## src/rtl/sync_fifo.sv

```systemverilog
// Single-clock FIFO with registered read data, registered status flags,
// an occupancy count and one-cycle overflow/underflow error pulses.
module sync_fifo #(
  parameter int DATA_WIDTH    = 8,
  parameter int DEPTH         = 8,
  parameter int AFULL_THRESH  = DEPTH - 1,
  parameter int AEMPTY_THRESH = 1
) (
  input  logic                     clk,
  input  logic                     rst,
  input  logic                     wr_en,
  input  logic                     rd_en,
  input  logic [DATA_WIDTH-1:0]    data_in,
  output logic [DATA_WIDTH-1:0]    data_out,
  output logic                     full,
  output logic                     empty,
  output logic                     almost_full,
  output logic                     almost_empty,
  output logic [$clog2(DEPTH):0]   count,
  output logic                     overflow,
  output logic                     underflow
);

  localparam int ADDR_W = $clog2(DEPTH);
  localparam int CW     = ADDR_W + 1;
  localparam logic [CW-1:0] DEPTH_C  = CW'(DEPTH);
  localparam logic [CW-1:0] AFULL_C  = CW'(AFULL_THRESH);
  localparam logic [CW-1:0] AEMPTY_C = CW'(AEMPTY_THRESH);

  logic [DATA_WIDTH-1:0] mem [DEPTH];

  logic [ADDR_W-1:0]     wr_ptr_q, wr_ptr_d;
  logic [ADDR_W-1:0]     rd_ptr_q, rd_ptr_d;
  logic [CW-1:0]         count_q, count_d;
  logic [DATA_WIDTH-1:0] data_out_q, data_out_d;
  logic                  full_q, full_d;
  logic                  empty_q, empty_d;
  logic                  almost_full_q, almost_full_d;
  logic                  almost_empty_q, almost_empty_d;
  logic                  overflow_q, overflow_d;
  logic                  underflow_q, underflow_d;
  logic                  wr_acc, rd_acc;

  // A read in the same cycle frees the slot, so a full FIFO still takes the write.
  assign wr_acc = wr_en & (~full_q | rd_en);
  assign rd_acc = rd_en & ~empty_q;

  always_comb begin
    wr_ptr_d       = wr_ptr_q;
    rd_ptr_d       = rd_ptr_q;
    data_out_d     = data_out_q;
    if (wr_acc) wr_ptr_d = wr_ptr_q + ADDR_W'(1);
    if (rd_acc) begin
      rd_ptr_d   = rd_ptr_q + ADDR_W'(1);
      data_out_d = mem[rd_ptr_q];
    end
    count_d        = count_q + CW'(wr_acc) - CW'(rd_acc);
    full_d         = (count_d == DEPTH_C);
    empty_d        = (count_d == '0);
    almost_full_d  = (count_d >= AFULL_C);
    almost_empty_d = (count_d <= AEMPTY_C);
    overflow_d     = wr_en & full_q & ~rd_en;
    underflow_d    = rd_en & empty_q;
  end

  always_ff @(posedge clk or posedge rst) begin
    if (rst) begin
      wr_ptr_q       <= '0;
      rd_ptr_q       <= '0;
      count_q        <= '0;
      data_out_q     <= '0;
      full_q         <= 1'b0;
      empty_q        <= 1'b1;
      almost_full_q  <= 1'b0;
      almost_empty_q <= 1'b1;
      overflow_q     <= 1'b0;
      underflow_q    <= 1'b0;
    end else begin
      wr_ptr_q       <= wr_ptr_d;
      rd_ptr_q       <= rd_ptr_d;
      count_q        <= count_d;
      data_out_q     <= data_out_d;
      full_q         <= full_d;
      empty_q        <= empty_d;
      almost_full_q  <= almost_full_d;
      almost_empty_q <= almost_empty_d;
      overflow_q     <= overflow_d;
      underflow_q    <= underflow_d;
    end
  end

  // Storage is deliberately left out of reset so it maps onto RAM.
  always_ff @(posedge clk) begin
    if (wr_acc) mem[wr_ptr_q] <= data_in;
  end

  assign data_out     = data_out_q;
  assign full         = full_q;
  assign empty        = empty_q;
  assign almost_full  = almost_full_q;
  assign almost_empty = almost_empty_q;
  assign count        = count_q;
  assign overflow     = overflow_q;
  assign underflow    = underflow_q;

endmodule

```

## config.mk

```make
export PLATFORM = sky130hd
export DESIGN_NAME = sync_fifo
export DESIGN_NICKNAME = d
export VERILOG_FILES = /design/src/rtl/sync_fifo.sv
export SDC_FILE = /design/constraint.sdc
export NUM_CORES = 1
export LEC_CHECK = 0
export BUFFER_PORTS_ARGS = -buffer_cell sky130_fd_sc_hd__buf_2
export CORE_MARGIN = 4
export CORE_UTILIZATION = 36
export DETAILED_ROUTE_END_ITERATION = 7
export GPL_TIMING_DRIVEN = 0
export SETUP_SLACK_MARGIN = 0.2
export SLEW_MARGIN = 20
export SYNTH_ARGS = -nofsm -noshare
export SYNTH_HDL_FRONTEND = slang
export SYNTH_SLANG_ARGS = --single-unit
```

## constraint.sdc

```tcl
create_clock -name clk -period 6.7 [get_ports clk]
set_clock_uncertainty 0.1 [all_clocks]
set_input_delay 0.335 -clock clk [delete_from_list [all_inputs] [get_ports clk]]
set_output_delay 0.335 -clock clk [all_outputs]
set_load 0.01 [all_outputs]
```

# Yosys cells after proc, flatten, opt, wreduce, memory -nomap -nowiden
# Memories as Yosys holds them, arrays and structs flattened. A register that Yosys moved wholly into a read port is not among the register bits.
# Cells that the tools add are included.
[totals]
regBits = 16
latchBits = 0
mem_bits_rw = 64
mem_bits_ro = 0
inputBits = 12
output_inout_bits = 18
word_cells = 29
mem_count = 1
[classes]
add_sub_neg = 4
mul = 0
n_div = 0
order_cmp = 2
n_eq_ne = 1
n_shift = 0
mux = 2
n_bitwise = 9
reduce_logical = 1
[mem_list]
columns = ["name", "depth", "width", "rd", "rd_clocked_by_memory_dff", "wr", "line_no", "text"]
rows = [
  ["mem", 8, 8, 1, 1, 1, "30", "logic [DATA_WIDTH-1:0] mem [DEPTH];"],
]
[ops]
columns = ["op", "n"]
rows = [
  ["$add A3 B1 Y3 const B", 2],
  ["$and A1 B1 Y1", 5],
  ["$add A4 B1 Y4", 1],
  ["$eq A4 B4 Y1 const B", 1],
  ["$ge A4 B3 Y1 const B", 1],
  ["$le A4 B1 Y1 const B", 1],
  ["$logic_not A4 Y1", 1],
  ["$sub A4 B1 Y4", 1],
  ["$not A1 Y1", 3],
  ["$mux W1", 2],
  ["$or A1 B1 Y1", 1],
]

# Depth between registers and ports, before layout
# Gate-level depths: netlist (run 1).
[depth]
ltp_word = 6
ltp_mapped = 10
depth_no_buf = 9

# Worst setup path after synthesis (run 1)
# OpenSTA, ideal clock, no wires.
[synth_timing]
kind = "flip-flop to flip-flop"
startpoint = "reg empty_q (netlist: empty)"
endpoint = "reg almost_full_q (netlist: almost_full)"
setup_ps = 120
arrival_ps = 2131
t_required_ps = 6480
path_slack_ps = 4350
path_stages_with_launch = 10
n_path_buf = 1
synth_period_minus_slack_ps = 2350
path_cell_list = "dfstp_2 -> nand2b_1 -> inv_1 -> buf_4 -> ha_1 -> inv_1 -> ha_1 -> fa_1 -> xor2_2 -> a31o_1"
[synth_via]
elab_chain_len = 4
[synth_lines]
columns = ["element", "line_no", "text"]
rows = [
  ["start: declaration", "37", "logic empty_q, empty_d;"],
  ["start signal: assignment", "84", "empty_q <= empty_d;"],
  ["$not A1 Y1", "46", "assign rd_acc = rd_en & ~empty_q;"],
  ["$and A1 B1 Y1", "46", ""],
  ["named net rd_acc", "42", "logic wr_acc, rd_acc;"],
  ["$sub A4 B1 Y4", "57", "count_d = count_q + CW'(wr_acc) - CW'(rd_acc);"],
  ["named net count_d[2]", "34", "logic [CW-1:0] count_q, count_d;"],
  ["$ge A4 B3 Y1", "60", "almost_full_d = (count_d >= AFULL_C);"],
  ["named net almost_full_d", "38", "logic almost_full_q, almost_full_d;"],
  ["end signal: assignment", "85", "almost_full_q <= almost_full_d;"],
  ["end: declaration", "38", ""],
]
# The timed path passes the listed nets, and every way through them passes these cells.
# A chain may end at the register's enable or synchronous reset.

# Final worst setup path (run 1)
[layout_timing]
startpoint = "reg empty_q (netlist: empty)"
endpoint = "reg empty_q (netlist: empty)"
[layout_via]
elab_chain_len = 4
[layout_lines]
columns = ["element", "line_no", "text"]
rows = [
  ["$not A1 Y1", "46", ""],
  ["$and A1 B1 Y1", "46", ""],
  ["named net rd_acc", "42", ""],
  ["$sub A4 B1 Y4", "57", ""],
  ["named net count_d[1]", "34", ""],
  ["$logic_not A4 Y1", "59", "empty_d = (count_d == '0);"],
  ["named net empty_d", "37", ""],
]
# The timed path passes the listed nets, and every way through them passes these cells.

==> metrics.yaml, run 1 <==
run_status:
  status: "finished, violations left"
  violations: "hold timing"
pwr:
  power_density_nw_per_um2: 432
  total_power_mw: 1.77
  p_leak_nw: 1.63
  ir_worst_vdd_uv: 119
timing:
  relSlewSlack_pct: 34.9
  fin_crit_ns: 2.50
  grt_setup_unrepaired: "false"
  fin_setup_tns_ns: 0
  maxSlewViolCount: 0
  fmaxAchievable_mhz: 400
  setup_ws_ns: 4.20
  hold_viol_final: 22
  worstMarginPinSlew_ns: 0.973
  finalSetupViolations: 0
  finalCritPeriodShare_pct: 37.3
  holdWs_ns: -0.0419
worst_hold_path:
  hp-class: "in -> async"
clocking:
  clock-sinks: 88
  holdBufCountCts: 0
  post_cts_buffers: 0
  cts_resized: 0
  cts_tree: "built"
  root_buffer: "clkbuf_8"
  clk_pin_slew_ns: 0.09
  htree_levels: 3
  clock_path_buffers: 2
  cts_buffers: 9
  insertion_delay_ns: 0.36
synth:
  async_reset_ff_share_pct: 27.3
  syn_area_um2: 3560
  postSynth.topFlopCell: "edfxtp_1"
  synth.avg_cell_area_um2: 15.8
  yosysSeqAreaShare_pct: 70.9
  yosys.area_share.simple_pct: 7.63
  synth_xor_area_share_pct: 1.90
  syn_nets: 244
  ys_types: 31
  ys_top_cells_by_area: "edfxtp_1, dfrtp_1, mux2i_1, a22oi_1, nand2_1"
  synthAdderAreaFrac_pct: 2.67
  yosys.area.top_type: "edfxtp_1"
  yosysTopAreaCellShare_pct: 54.0
  synth_mux_area_share_pct: 9.31
  synth_edf_count: 64
  syn_inst: 225
  synth_top_family_by_area: "multiplexers"
  ys_seq_elements: 88
  yosysWarnings: 0
  synth_compound_area_share_pct: 4.29
global_route:
  grt_pass1_wl_um: 11100
  overflow: 0
  grt_max_degree: 25
  grt_pass1_vias: 1913
  grt_use_total_pct: 13.5
  antenna_found_initial: 0
finish:
  multi_input_area_um2: 928
  drive_above_1_share_pct: 24.6
  fill_cells: 880
  diodes: 0
  synthToLayoutAreaGrowth_pct: 15.1
  final_area_um2: 4100
  ff_latch_area_um2: 2520
  layout_common_cells: "edfxtp_1, mux2i_1, buf_2, nand2_1, dfrtp_1"
  final_common_cell: "edfxtp_1"
  final_nets: 286
place:
  pre_cts_slack_ns: 4.21
  hpwl_um: 4370
  globalplace.congestion: 0.690
  numPortBuffers: 29
  placedInstanceArea_um2: 3900
routing:
  first_iter_violations: 95
  wl_um: 6930
  firstDrtPassIters: 4
  wl_per_cell_um: 17.1
  via_per_inst: 4.71
  drtAntennaViolNets: 0
  drc_errors: 0
  vias: 1907
setup_path:
  end_kind: "flop"
  worstPathRequired_ns: 6.87
  crit_arrival_ns: 2.67
  critical_path_class: "reg -> reg"
  cp-start-kind: "flop"
  cp_max_fo: 10
die:
  rows: 36
  initial_core_util_pct: 36.8
  die_h_um: 107
  fp.dieW_um: 107
  core_area_um2: 9680
  ios: 30
  dieArea_um2: 11500
run:
  max_cap_viol_count: 0
-- layer usage --
layer	vias up	routed length (um)	GRT usage (%)
met4	0	150	6.31
met2	52	3250	20.3
met3	12	397	3.06
li1	912	-	-
met5	-	0	0
met1	931	3130	18.7
-- flip-flops by register name (all words and copies together) (netlist names) --
signal        cells
almost_empty      1
almost_full       1
count             4
data_out          8
empty             1
full              1
mem              64
overflow          1
rd_ptr_q          3
underflow         1
wr_ptr_q          3
-- worst paths after layout --
check / start / endpoint / depth (start not counted) / slack, ns
max: empty$_DFF_PP1_ / empty$_DFF_PP1_ / 8 / 4.20
min: rst / data_out[7]$_DFFE_PP0P_ / 2 / -0.04
max reg2reg: empty$_DFF_PP1_ / empty$_DFF_PP1_ / 8 / 4.20
min reg2reg: data_out[7]$_DFFE_PP0P_ / data_out[7]$_DFFE_PP0P_ / 2 / 0.37
max in group asynchronous: rst / count[0]$_DFF_PP0_ / 2 / 6.10
min in group clk: wr_en / overflow$_DFF_PP0_ / 3 / 0.11
-- power by group --
group          total [mW]  switching [mW]  internal, mW
sequential          0.757          0.0554         0.702
combinational       0.641           0.363         0.278
clock               0.372           0.196         0.176
total                1.77           0.615          1.16
-- Yosys cell counts, types with 3 or more instances --
library cell / count
a22oi_1: 16
mux2i_1: 32
nand3_1: 10
inv_1: 7
dfrtp_1: 22
ha_1: 6
nand2_1: 24
edfxtp_1: 64
xnor2_1: 4
nor3_1: 3
nand2b_1: 3
nor2_1: 8
-- critical path: stages, from the launching register on --
cell	delay (ns)
dfstp_2	0.54
nand2b_1	0.12
inv_1	0.05
buf_4	0.19
ha_1	0.28
inv_1	0.04
ha_1	0.19
fa_1	0.56
nor4_2	0.34
-- cells by family after synthesis --
kind of cell             count (synthesis)
AO/OA/AOI/OAI                           19
XOR/XNOR                                 6
adder cells (fa/ha/maj)                  7
buffers and inverters                   16
flip-flops                              88
multiplexers                            33
AND/OR/NAND/NOR                         56
-- final cells by class --
cell class,instances,share of cell area [%]
Buffer,9,2.20
Clock buffer,9,3.02
Clock inverter,7,1.89
Inverter,7,0.641
Multi-Input combinational cell,121,22.7
Sequential cell,88,61.6
Tap cell,133,4.06
Timing Repair Buffer,31,3.91
-- metrics by stage --
stage	cells	util (%)
after global placement	387	40.0
after floorplan	225	-
after global routing	405	42.3
after detailed placement	389	40.2
final	405	42.3
after CTS	405	42.3
(Power assumes the default switching activity.)
==> inputs of run 2 (changes only) <==
- clock period: 6.7 -> 2.4 ns (I/O delays scaled with it)
==> run 2 against run 1 <==
Against the previous run:
- the run now ends clean
- critical path depth up 1
- via count rose by 1.9%
- sequential cell count is the same
- global-route usage shrank 0.31 points
- combinational power increased to 3.1 times the previous value
- wire length grew 3.9%
- final cell count rose by 3.2%
- highest routed layer unchanged
- total power increased to 2.9 times the previous value
- count of clock-buffer cells in the layout increased by 5
- sequential share of layout area decreased by 2.9 points
- largest power group unchanged
- critical endpoint is now almost_full$_DFF_PP0_
- setup slack got worse by 4.0 ns
- utilization increased by 2.1 points
==> metrics.yaml, run 2 (synthesis gave the netlist of run 1 again) <==
place:
  pre_cts_slack_ns: 0.0915  # was 4.21 ns
  hpwl_um: 4380  # was 4370 um
  globalplace.congestion: 0.777  # was 0.690
  post-place-cells: 387  # was 389
  placedInstanceArea_um2: 3930  # was 3900 um2
  numPortBuffers: 29  # unchanged
finish:
  final_nets: 299  # was 286
  final_common_cell: "edfxtp_1"  # unchanged
  final_area_um2: 4300  # was 4100 um2
  drive_above_1_share_pct: 26.7  # was 24.6%
  largest_reg_flops: 64  # unchanged
  layout_common_cells: "edfxtp_1, mux2i_1, buf_2, nand2_1, dfrtp_1"  # unchanged
  diodes: 0  # unchanged
  largest-register: "mem"  # unchanged
  final_cells: 418  # was 405
  synthToLayoutAreaGrowth_pct: 20.8  # was 15.1%
  fin_util_pct: 44.4  # was 42.3%
routing:
  firstDrtPassIters: 4  # unchanged
  drtAntennaViolNets: 0  # unchanged
  via_per_inst: 4.65  # was 4.71
  first_iter_violations: 106  # was 95
  drc_errors: 0  # unchanged
  wl_um: 7200  # was 6930 um
  wl_per_cell_um: 17.2  # was 17.1 um
  vias: 1943  # was 1907
die:
  die_h_um: 107  # unchanged
  core_area_um2: 9680  # unchanged
  dieArea_um2: 11500  # unchanged
  rows: 36  # unchanged
  initial_core_util_pct: 36.8  # unchanged
  fp.dieW_um: 107  # unchanged
  ios: 30  # unchanged
setup_path:
  cp-start-kind: "flop"  # unchanged
  setup.worst_path.end: "almost_full$_DFF_PP0_"  # was empty$_DFF_PP1_
  crit_arrival_ns: 2.39  # was 2.67 ns
  reg2reg_depth: 9  # was 8
  cp_max_fo: 5  # was 10
  critical_path.reg2reg.startpoint: "empty$_DFF_PP1_"  # unchanged
  critPathMaxStageDelay_ns: 0.54  # was 0.56 ns
  cpMaxStageDelayCell: "dfstp_2"  # was fa_1
  reg2reg_to: "almost_full$_DFF_PP0_"  # was empty$_DFF_PP1_
  worstPathRequired_ns: 2.55  # was 6.87 ns
  crit_start: "empty$_DFF_PP1_"  # unchanged
  worst-r2r-setup-slack_ns: 0.15  # was 4.20 ns
  critical_path_class: "reg -> reg"  # unchanged
  crit_path_cell_trace: "nand2b_4 -> inv_4 -> buf_8 -> ha_4 -> inv_2 -> ha_4 -> fa_2 -> xor2_4 -> a31o_1"  # was nand2b_1 -> inv_1 -> buf_4 -> ha_1 -> inv_1 -> ha_1 -> fa_1 -> nor4_2
  path_common_cell: "ha_4"
  end_kind: "flop"  # unchanged
global_route:
  antenna_found_initial: 0  # unchanged
  grt_use_total_pct: 13.2  # was 13.5%
  grt_pass1_vias: 2018  # was 1913
  grt_max_degree: 25  # unchanged
  overflow: 0  # unchanged
  grt_pass1_wl_um: 11100  # about the same
clocking:
  clk_pin_slew_ns: 0.08  # was 0.09 ns
  htree_levels: 3  # unchanged
  clock-sinks: 88  # unchanged
  root_buffer: "clkbuf_8"  # unchanged
  insertion_delay_ns: 0.35  # was 0.36 ns
  cts_tree: "built"  # unchanged
  cts_buffers: 9  # unchanged
  clock_path_buffers: 2  # unchanged
timing:
  finalCritPeriodShare_pct: 93.6  # was 37.3%
  holdWs_ns: 0.0561  # was -0.0419 ns
  grt_setup_unrepaired: "true"  # was false
  worstMarginPinSlew_ns: 0.945  # was 0.973 ns
  setup_ws_ns: 0.154  # was 4.20 ns
  relSlewSlack_pct: 36.7  # was 34.9%
  fin_crit_ns: 2.25  # was 2.50 ns
  finalSetupViolations: 0  # unchanged
  maxSlewViolCount: 0  # unchanged
  hold_viol_final: 0  # was 22
  fmaxAchievable_mhz: 445  # was 400 MHz
pwr:
  power_density_nw_per_um2: 1190  # was 432 nW/um2
  p_leak_nw: 1.70  # was 1.63 nW
  ir_worst_vdd_uv: 397  # was 119 uV
run:
  max_cap_viol_count: 0  # unchanged
worst_hold_path:
  hp-class: "in -> reg"  # was in -> async
run_status:
  status: "complete, no violations"  # was finished, violations left
[run 2: cell types whose count changed in the layout (fill, tap and decap cells not counted), moves of 3 or more]
cell	change
nor2_1	-3
inv_1	-3
clkbuf_1	+3
nor2_2	+3
dlygate4sd3_1	+11
[run 2: layout make-up]
class / instances / area [um2]
Sequential cell: 88 / 2520
Inverter: 7 / 28.8
Fill cell: 864 / 5390
Tap cell: 133 / 166
Buffer: 9 / 97.6
Multi-Input combinational cell: 121 / 1010
Clock inverter: 2 / 13.8
Timing Repair Buffer: 44 / 285
Clock buffer: 14 / 174
[run 2: power breakdown]
group          leakage [nW]  switching [mW]  internal [mW]
clock network        0.0958           0.509          0.470
logic                 0.734            1.09          0.902
registers             0.868           0.167           1.96
[run 2: per-stage QoR]
stage          power [mW]  setup TNS, ns
2_1_floorplan        3.51              0
3_3_place_gp         3.98         -0.794
3_5_place_dp         4.02              0
4_1_cts              5.00              0
5_1_grt              5.40              0
6_report             5.10              0
[run 2: metal layers]
layer | vias to the layer above | wire length (um) | GRT usage [%]
li1 | 940 | - | -
met1 | 958 | 3280 | 17.9
met2 | 38 | 3480 | 20.8
met3 | 7 | 358 | 3.42
met4 | 0 | 85 | 4.60
met5 | - | 0 | 0
[run 2: repair_timing]
action | 4_1_cts | 5_1_grt
endpoints found under the setup margin | 20 | 20
buffers inserted | 3 | 1
gates resized for setup | 3 | 6
hold endpoints to repair | 89 | 0
pin swaps | 3 | 2
cloned | 0 | 0
hold buffers | 11 | 0
[run 2: worst max-delay path: cells and delay by family (launching register included)]
kind	cells	cell delay, ns
xor+xnor	1	0.19
buf+inv	3	0.17
fa+ha+maj	3	0.78
simple gates	1	0.13
flops	1	0.54
compound gates	1	0.23
[run 2: worst min path at each step]
stage / from / endpoint / slack (ns) / cells past startpoint
2_1_floorplan: rst / almost_full$_DFF_PP0_ / 0.03 / 1
3_3_place_gp: wr_en / overflow$_DFF_PP0_ / 0.27 / 3
3_5_place_dp: wr_en / overflow$_DFF_PP0_ / 0.28 / 3
4_1_cts: rd_en / overflow$_DFF_PP0_ / 0.05 / 3
5_1_grt: rd_en / overflow$_DFF_PP0_ / 0.06 / 3
6_report: rd_en / overflow$_DFF_PP0_ / 0.06 / 3
